`src/rtl/mc_core.sv`:
```
// Multicycle RV32 subset core (lw/sw/add/sub/and/or/slt/addi/andi/ori/slti/beq/jal), one shared memory port.
// 3-5 cycles per instruction with mem_ready high; wait states stretch FETCH/MEMREAD/MEMWRITE with the bus held.
module mc_core #(
  parameter int              XLEN     = 32,
  parameter logic [XLEN-1:0] RESET_PC = 32'h0000_0000
) (
  input  logic            clk,
  input  logic            reset,
  output logic            mem_req,
  output logic            mem_we,
  output logic [XLEN-1:0] mem_addr,
  output logic [XLEN-1:0] mem_wdata,
  input  logic [XLEN-1:0] mem_rdata,
  input  logic            mem_ready,
  output logic [XLEN-1:0] pc,
  output logic            retire,
  output logic            trap
);

  generate
    if (XLEN != 32) begin : g_bad_xlen
      $error("mc_core: XLEN must be 32");
    end
  endgenerate

  localparam logic [3:0] S_FETCH    = 4'd0;
  localparam logic [3:0] S_DECODE   = 4'd1;
  localparam logic [3:0] S_MEMADR   = 4'd2;
  localparam logic [3:0] S_MEMREAD  = 4'd3;
  localparam logic [3:0] S_MEMWB    = 4'd4;
  localparam logic [3:0] S_MEMWRITE = 4'd5;
  localparam logic [3:0] S_EXECR    = 4'd6;
  localparam logic [3:0] S_EXECI    = 4'd7;
  localparam logic [3:0] S_ALUWB    = 4'd8;
  localparam logic [3:0] S_BEQ      = 4'd9;
  localparam logic [3:0] S_JAL      = 4'd10;
  localparam logic [3:0] S_TRAP     = 4'd11;

  localparam logic [6:0] OP_LOAD  = 7'b0000011;
  localparam logic [6:0] OP_STORE = 7'b0100011;
  localparam logic [6:0] OP_REG   = 7'b0110011;
  localparam logic [6:0] OP_IMM   = 7'b0010011;
  localparam logic [6:0] OP_BR    = 7'b1100011;
  localparam logic [6:0] OP_JAL   = 7'b1101111;

  logic [3:0]      state, state_nxt, dec_state;
  logic [XLEN-1:0] ir, old_pc, a, b, alu_out, mdr;
  logic [XLEN-1:0] rf [0:31];

  logic [6:0] opcode, f7;
  logic [2:0] f3;
  logic [4:0] rd, rs1, rs2;
  assign opcode = ir[6:0];
  assign rd     = ir[11:7];
  assign f3     = ir[14:12];
  assign rs1    = ir[19:15];
  assign rs2    = ir[24:20];
  assign f7     = ir[31:25];

  logic [XLEN-1:0] imm_i, imm_s, imm_b, imm_j;
  assign imm_i = {{(XLEN-12){ir[31]}}, ir[31:20]};
  assign imm_s = {{(XLEN-12){ir[31]}}, ir[31:25], ir[11:7]};
  assign imm_b = {{(XLEN-13){ir[31]}}, ir[31], ir[7], ir[30:25], ir[11:8], 1'b0};
  assign imm_j = {{(XLEN-21){ir[31]}}, ir[31], ir[19:12], ir[20], ir[30:21], 1'b0};

  logic alu_f3_ok;
  assign alu_f3_ok = (f3 == 3'b000) || (f3 == 3'b111) || (f3 == 3'b110) || (f3 == 3'b010);

  // Anything not explicitly recognised, including bad funct fields, traps.
  always_comb begin
    dec_state = S_TRAP;
    case (opcode)
      OP_LOAD, OP_STORE: if (f3 == 3'b010) dec_state = S_MEMADR;
      OP_REG: if ((f7 == 7'b0000000 && alu_f3_ok) || (f7 == 7'b0100000 && f3 == 3'b000))
        dec_state = S_EXECR;
      OP_IMM: if (alu_f3_ok) dec_state = S_EXECI;
      OP_BR:  if (f3 == 3'b000) dec_state = S_BEQ;
      OP_JAL: dec_state = S_JAL;
      default: dec_state = S_TRAP;
    endcase
  end

  logic [XLEN-1:0] alu_b, alu_res, mem_ea;
  logic            alu_sub;
  assign alu_b   = (state == S_EXECR) ? b : imm_i;
  assign alu_sub = (state == S_EXECR) && f7[5];
  assign mem_ea  = a + ((opcode == OP_STORE) ? imm_s : imm_i);

  always_comb begin
    alu_res = a + alu_b;
    case (f3)
      3'b000: alu_res = alu_sub ? (a - alu_b) : (a + alu_b);
      3'b111: alu_res = a & alu_b;
      3'b110: alu_res = a | alu_b;
      3'b010: alu_res = {{(XLEN-1){1'b0}}, ($signed(a) < $signed(alu_b))};
      default: alu_res = a + alu_b;
    endcase
  end

  always_comb begin
    state_nxt = state;
    case (state)
      S_FETCH:    if (mem_ready) state_nxt = S_DECODE;
      S_DECODE:   state_nxt = dec_state;
      S_MEMADR:   state_nxt = (opcode == OP_STORE) ? S_MEMWRITE : S_MEMREAD;
      S_MEMREAD:  if (mem_ready) state_nxt = S_MEMWB;
      S_MEMWRITE: if (mem_ready) state_nxt = S_FETCH;
      S_EXECR, S_EXECI, S_JAL: state_nxt = S_ALUWB;
      S_ALUWB, S_MEMWB, S_BEQ: state_nxt = S_FETCH;
      S_TRAP:     state_nxt = S_TRAP;
      default:    state_nxt = S_FETCH;
    endcase
  end

  always_ff @(posedge clk or posedge reset) begin
    if (reset) begin
      state <= S_FETCH;
      pc    <= RESET_PC;
      trap  <= 1'b0;
    end else begin
      state <= state_nxt;
      if (state == S_FETCH && mem_ready) pc <= pc + XLEN'(4);
      if (state == S_JAL) pc <= old_pc + imm_j;
      if (state == S_BEQ && a == b) pc <= old_pc + imm_b;
      if (state == S_DECODE && dec_state == S_TRAP) trap <= 1'b1;
    end
  end

  // Datapath and register file are deliberately left out of reset.
  always_ff @(posedge clk) begin
    if (state == S_FETCH && mem_ready) begin
      ir     <= mem_rdata;
      old_pc <= pc;
    end
    if (state == S_DECODE) begin
      a <= (rs1 == 5'd0) ? '0 : rf[rs1];
      b <= (rs2 == 5'd0) ? '0 : rf[rs2];
    end
    if (state == S_MEMADR) alu_out <= mem_ea;
    if (state == S_EXECR || state == S_EXECI) alu_out <= alu_res;
    if (state == S_JAL) alu_out <= old_pc + XLEN'(4);
    if (state == S_MEMREAD && mem_ready) mdr <= mem_rdata;
    if (state == S_ALUWB && rd != 5'd0) rf[rd] <= alu_out;
    if (state == S_MEMWB && rd != 5'd0) rf[rd] <= mdr;
  end

  assign mem_req   = !reset && (state == S_FETCH || state == S_MEMREAD || state == S_MEMWRITE);
  assign mem_we    = !reset && (state == S_MEMWRITE);
  assign mem_addr  = (state == S_FETCH) ? pc : alu_out;
  assign mem_wdata = b;
  assign retire    = !reset && (state == S_ALUWB || state == S_MEMWB || state == S_BEQ ||
                                (state == S_MEMWRITE && mem_ready));

endmodule
```
`config.mk`:
```
export PLATFORM = sky130hd
export DESIGN_NAME = mc_core
export DESIGN_NICKNAME = d
export VERILOG_FILES = /design/src/rtl/mc_core.sv
export SDC_FILE = /design/constraint.sdc
export NUM_CORES = 2
export LEC_CHECK = 0
export BUFFER_PORTS_ARGS = -buffer_cell sky130_fd_sc_hd__buf_2
export CAP_MARGIN = 20
export CORE_AREA = 2 2 355 357
export CTS_CLUSTER_SIZE = 16
export DETAILED_ROUTE_END_ITERATION = 10
export DIE_AREA = 0 0 357 359
export GPL_TIMING_DRIVEN = 0
export PLACE_DENSITY = 0.71
export SLEW_MARGIN = 5
export SYNTH_ARGS = -nofsm -noshare
export SYNTH_HDL_FRONTEND = slang
export SYNTH_SLANG_ARGS = --single-unit
```
`constraint.sdc`:
```
create_clock -name clk -period 16.1 [get_ports clk]
set_clock_uncertainty 0.2 [all_clocks]
set_input_delay 0 -clock clk [delete_from_list [all_inputs] [get_ports clk]]
set_output_delay 0 -clock clk [all_outputs]
set_load 0.005 [all_outputs]
```
# Word-level counts from Yosys, hierarchy flattened
# Memories as Yosys holds them, arrays and structs flattened. A register that Yosys moved wholly into a read port is not among the register bits.
# Cells that the tools add are included.
dict set report totals {
  register_bits 165
  latch_bits 0
  mem_bits_rw 1024
  mem_bits_ro 0
  output_inout_bits 100
  wordCells 106
  mem_count 1
}
# name depth width rd rd_clocked_by_memory_dff write_ports line_no
set mem_list {}
lappend mem_list {rf 32 32 2 2 1 48} ;# logic [XLEN-1:0] rf [0:31];
dict set report classes {
  add_sub_neg 7
  multipliers 0
  div_mod_pow 0
  n_lt_le_gt_ge 1
  n_eq_ne 26
  shift 0
  n_mux 26
  n_bitwise 3
  reduce_logical 35
}
# cell n
set op_table {}
lappend op_table {{$mux 32} 10}
lappend op_table {{$add 32x32->32} 4}
lappend op_table {{$pmux 32 s4} 1}
lappend op_table {{$add 32x3->32 const B} 2}
lappend op_table {{$and 32x32->32} 1}
lappend op_table {{$eq 32x32->1} 1}
lappend op_table {{$lt 32x32->1} 1}
lappend op_table {{$or 32x32->32} 1}
lappend op_table {{$sub 32x32->32} 1}
lappend op_table {{$pmux 4 s7} 1}
lappend op_table {{$mux 4} 6}
lappend op_table {{$eq 7x6->1 const B} 3}
lappend op_table {{$eq 4x4->1 const B} 5}
lappend op_table {{$pmux 4 s5} 1}
lappend op_table {{$eq 4x3->1 const B} 4}
lappend op_table {{$eq 7x7->1 const B} 2}
lappend op_table {{$logic_and 1x1->1} 13}
lappend op_table {{$logic_not 5->1} 2}
lappend op_table {{$logic_or 1x1->1} 10}
lappend op_table {{$eq 4x2->1 const B} 2}
lappend op_table {{$eq 7x2->1 const B} 1}
lappend op_table {{$eq 7x5->1 const B} 1}
lappend op_table {{$logic_not 7->1} 1}
lappend op_table {{$eq 3x3->1 const B} 2}
lappend op_table {{other kinds (16)} 22}

# Logic depth before layout (Yosys ltp)
dict set report depth {
  ltp_word 10
  mapped_depth 20
}

# Worst setup path before layout
# Ideal clock, no wire load.
dict set report synth_timing {
  kind {register to register}
  startpoint {register state[2]}
  endpoint {register trap}
  setup_ns 0.078
  arrival_time_ns 5.835
  required_ns 15.822
  slack_ns 9.987
  path_stages_with_launch 6
  n_path_buf 1
  period_less_slack_ns 6.113
  path_cell_list {dfrtp_1 > clkbuf_1 > nor3_1 > o31a_1 > nand2b_1 > o21bai_1}
}
dict set report synth_via {
  elab_chain_cells 2
}
# element line_no
set synth_rtl {}
lappend synth_rtl {{start, declared} 46} ;# logic [3:0] state, state_nxt, dec_state;
lappend synth_rtl {{start signal, assigned} 121} ;# state <= state_nxt;
lappend synth_rtl {{$eq 4x1->1} 125} ;# if (state == S_DECODE && dec_state == S_TRAP) trap <= 1'b1;
lappend synth_rtl {{$logic_and 1x1->1} 125}
lappend synth_rtl {{end signal, assigned} 119} ;# trap <= 1'b0;
lappend synth_rtl {{end signal, assigned} 125}
lappend synth_rtl {{end, declared} 17} ;# output logic trap
# No other way between the ends.
# A chain may end at the register's enable or synchronous reset.

# Final worst setup path
dict set report layout_timing {
  startpoint {register ir[20]}
  endpoint {register alu_out[20], data pin}
}
dict set report layout_via {
  elab_chain_cells 6
  elab_cells_between_ends 10
}
# element line_no
set layout_rtl {}
lappend layout_rtl {{start, declared} 47} ;# logic [XLEN-1:0] ir, old_pc, a, b, alu_out, mdr;
lappend layout_rtl {{start signal, assigned} 132} ;# ir <= mem_rdata;
lappend layout_rtl {{$mux 32} 85} ;# assign alu_b = (state == S_EXECR) ? b : imm_i;
lappend layout_rtl {{$add 32x32->32 or $sub 32x32->32 (tied branches)} {92, 96}}
lappend layout_rtl {{$mux 32} 92} ;# 3'b000: alu_res = alu_sub ? (a - alu_b) : (a + alu_b);
lappend layout_rtl {{$pmux 32 s4} 91} ;# case (f3)
lappend layout_rtl {{$mux 32 (*)} 140} ;# if (state == S_EXECR || state == S_EXECI) alu_out <= alu_res;
lappend layout_rtl {{$mux 32 (*)} 141} ;# if (state == S_JAL) alu_out <= old_pc + XLEN'(4);
lappend layout_rtl {{end signal, assigned} 139} ;# if (state == S_MEMADR) alu_out <= mem_ea;
lappend layout_rtl {{end signal, assigned} 140}
lappend layout_rtl {{end signal, assigned} 141}
lappend layout_rtl {{end, declared} 47}
# Mark *: on every way between the ends. The rest lies on a longest branch, timed or not. The select of a mux whose other input is x is not followed.

==> key figures <==
Route
  – Detailed-router iteration count before antenna repair: 8
  – # DRC: 0
  – Vias per cell: 7.193
  – DRT iter0 DRCs: 7,563
  – WL/cell: 35.79 um
  – Vias: 50,340
  – Detail Route Antenna Nets: 0
  – Final wirelength: 250,500 um

CTS
  – Root buffer cell: clkbuf_16
  – CTS tree: built
  – CTS max path bufs: 3
  – CTS sink count: 1,253
  – Later-pin clock latency in the skew report: 0.79 ns
  – CTS Buf Count: 132
  – Htree depth: 4
  – Clk pin slew, worst setup/hold paths: 0.06 ns

Cells and area
  – # nets final: 5,460
  – Design area: 77,480 um^2
  – Share of cells above drive strength 1: 20.63%
  – Area grow syn2layout: 14.19%
  – Post-route insts no fill: 6,998
  – Util after Layout: 62.19%

Yosys
  – Cells after Synth: 4,788
  – Yosys warning count: 0
  – Async SR Flop Fraction: 2.953%
  – Post-synth top area share: 53.81%
  – Synth area leader: edfxtp_1
  – Post-Syn Area per Cell: 14.17 um^2
  – Synthesized area: 67,860 um^2
  – Synth area leaders: edfxtp_1 (54%), mux4_2 (15%), mux2i_1 (3.4%)
  – Synth unique cells: 91
  – Seq cells post-synth: 1,253
  – Sequential fraction of the synthesis area: 55.18%
  – Post-synth top flop: edfxtp_1
  – Number of flops mapped to enable cells by yosys: 1,216

Power and ir drop
  – Pwr dens: 163.5 nW/um^2
  – Leak pwr: 0.02660 uW
  – Total power: 12,670 uW
  – Peak VDD IR: 0.1347 mV

Worst setup path
  – Delay-heaviest family, CP: buffers and inverters
  – Startpoint Class: flop
  – Worst-path maximum fanout: 10
  – Slowest stage cell, crit path: clkbuf_1
  – Buffers & Inverters on Critical Path: 5
  – Slowest stage delay, CP: 0.91 ns
  – WP data required: 16.36 ns
  – CP most frequent cell: a221oi_1
  – Cell breakdown of the critical path: buf_2 > clkbuf_1 > buf_2 > clkbuf_1 > mux2_2 > ha_1 > inv_1 > fa_1 > nor2b_4 > o31a_1 > o311a_4 > nand2_1 > a221oi_1 > a21oi_1 > o21bai_1 > xor2_1 > a221oi_1 > a221oi_1
  – Crit path DAT: 8.00 ns
  – Worst setup EP type: flop
  – R2R setup slack: 8.36 ns
  – Kind of critical path: flop to flop

STA
  – Crit share post-route: 48.05%
  – Final-report hold violation count: 0
  – Max Clk Rate: 0.1293 GHz
  – Final Max Tran Viols: 0
  – Tightest Pin Transition: 1.302 ns
  – Final setup vio count: 0
  – Rel. slew slack: 12.51%
  – Setup TNS: 0 ns
  – Unrepaired setup endpoints after global routing: false
  – Fin crit period: 7.736 ns

Place
  – DP HPWL: 181,000 um
  – Placed cell areas: 72,320 um^2
  – Placed cell count: 6,675
  – Port-buffer cells: 134
  – GPL Wtd Cong: 1.023

GRT
  – Global-route wire length before repair: 347,500 um
  – Antenna violations before repair: 13
  – Vias in the first global route: 48,250
  – Largest net degree at the start of global routing: 44
  – Total gr overflow: 0
  – Overall global routing resource usage: 38.59%

Floorplan
  – CORE AREA: 124,600 um^2
  – Die Area: 128,200 um^2
  – I/O Pins: 135
  – Die Span Y: 359 um
  – Starting density of the core: 54.46%
  – Die W: 357 um
  – # rows: 130

Status
  – Status: finished, final reports clean

Worst hold path
  – HP Class: input port to async pin

Job
  – Max Cap Violations: 0
[layer usage]
layer	vias to the layer above	global-route usage [%]	wire length [um]
met5	-	0	175
met4	10	25.12	19930
met3	987	9.959	30010
met2	3924	60.21	115100
met1	25260	47.83	85270
li1	20150	-	-
[Yosys cell counts (87+ instances only)]
cell / number
edfxtp_1: 1216
mux4_2: 448
a21oi_1: 354
nor2_1: 292
mux2i_1: 232
clkbuf_1: 219
nand2_1: 202
o21ai_0: 196
ha_1: 173
mux2_2: 148
inv_1: 118
o22ai_1: 91
xnor2_1: 87
[stage by stage]
step	worst slack [ns]	hold slack (ns)
2_1_floorplan	9.987	-0.1658
3_3_place_gp	7.846	-0.007908
3_5_place_dp	8.624	-0.2488
4_1_cts	8.606	0.05738
5_1_grt	8.398	0.1063
6_report	8.364	0.09256
[worst reg2reg max path, cell delays in order, from the launching register on]
cell	delay, ns
edfxtp_1	0.39
buf_2	0.46
clkbuf_1	0.70
buf_2	0.62
clkbuf_1	0.92
mux2_2	0.42
ha_1	0.19
inv_1	0.08
fa_1	0.53
nor2b_4	0.15
o31a_1	0.21
o311a_4	0.25
nand2_1	0.16
a221oi_1	0.64
a21oi_1	0.23
o21bai_1	0.23
xor2_1	0.11
a221oi_1	0.70
a221oi_1	0.22
[cell usage in the layout, fill, tap and decap left out, drive strengths merged, types with 26 or more instances in the layout]
master	instances
mux2	148
nor4	27
a21o	73
a31oi	28
o221ai	74
dfrtp	37
and3	26
mux4	448
xor2	85
nor2	292
buf	311
clkinv	49
a211oi	29
mux2i	232
edfxtp	1216
ha	173
a21oi	355
xnor2	87
nor3	79
conb	32
clkbuf	377
nand3	64
nand2	202
o22ai	91
o21ai	203
dlygate4sd3	68
nor2b	33
inv	125
[registers in the layout, summed over array words and instances (netlist names)]
register,count
mdr,32
mem_wdata,32
rf,1024
state,4
trap,1
a,32
old_pc,32
pc,32
ir,32
alu_out,32
[report_power, final]
part | total [uW] | leakage [uW] | internal, uW | switching (uW)
clock network | 3040 | 0.00204 | 1700 | 1340
logic | 4870 | 0.0131 | 1730 | 3150
registers | 4760 | 0.0114 | 4310 | 448
total | 12700 | 0.0266 | 7730 | 4940
[kinds of logic (layout without fill, tap and decap cells)]
family / Yosys count / after routing / share of synthesized area, %
AOI/OAI and AO/OA: 1071 / 1071 / 10.03
xor gates and xnor gates: 172 / 172 / 2.220
muxes: 828 / 828 / 20.75
adders and majority gates: 178 / 178 / 3.337
other: 1 / 44 / 0.005526
DFF: 1253 / 1253 / 55.18
buffers and inverters: 424 / 941 / 2.458
and+or+nand+nor: 861 / 861 / 6.028
[cell type report]
class	instances	area, um^2
Multi-Input combinational cell	3142	29120
Clock inverter	65	728.2
Antenna cell	12	30.03
Clock buffer	158	3443
Inverter	120	452.9
Sequential cell	1253	37440
Buffer	304	1217
Timing Repair Buffer	294	2983
Fill cell	9206	47110
Tap cell	1650	2064
[worst paths after layout]
check                                      start                    end  cells after the start
max in group asynchronous                  reset      pc[4]$_DFFE_PP0P_                      5
worst max-delay path            ir[20]$_DFFE_PP_  alu_out[20]$_DFFE_PP_                     18
worst min register to register  trap$_DFFE_PP0P_       trap$_DFFE_PP0P_                      1
worst min-delay path                       reset   state[0]$_DFFE_PP0P_                      4
worst max register to register  ir[20]$_DFFE_PP_  alu_out[20]$_DFFE_PP_                     18
min in group clk                       mem_ready   state[2]$_DFFE_PP0P_                      6
[what timing repair did]
item	4_1_cts	5_1_grt
buffers inserted	0	0
endpoints found under the setup margin	0	0
resized for setup	0	0
endpoints found under the hold margin	157	0
hold buffers	68	0
Note: power is estimated with default switching activity, not from simulation.
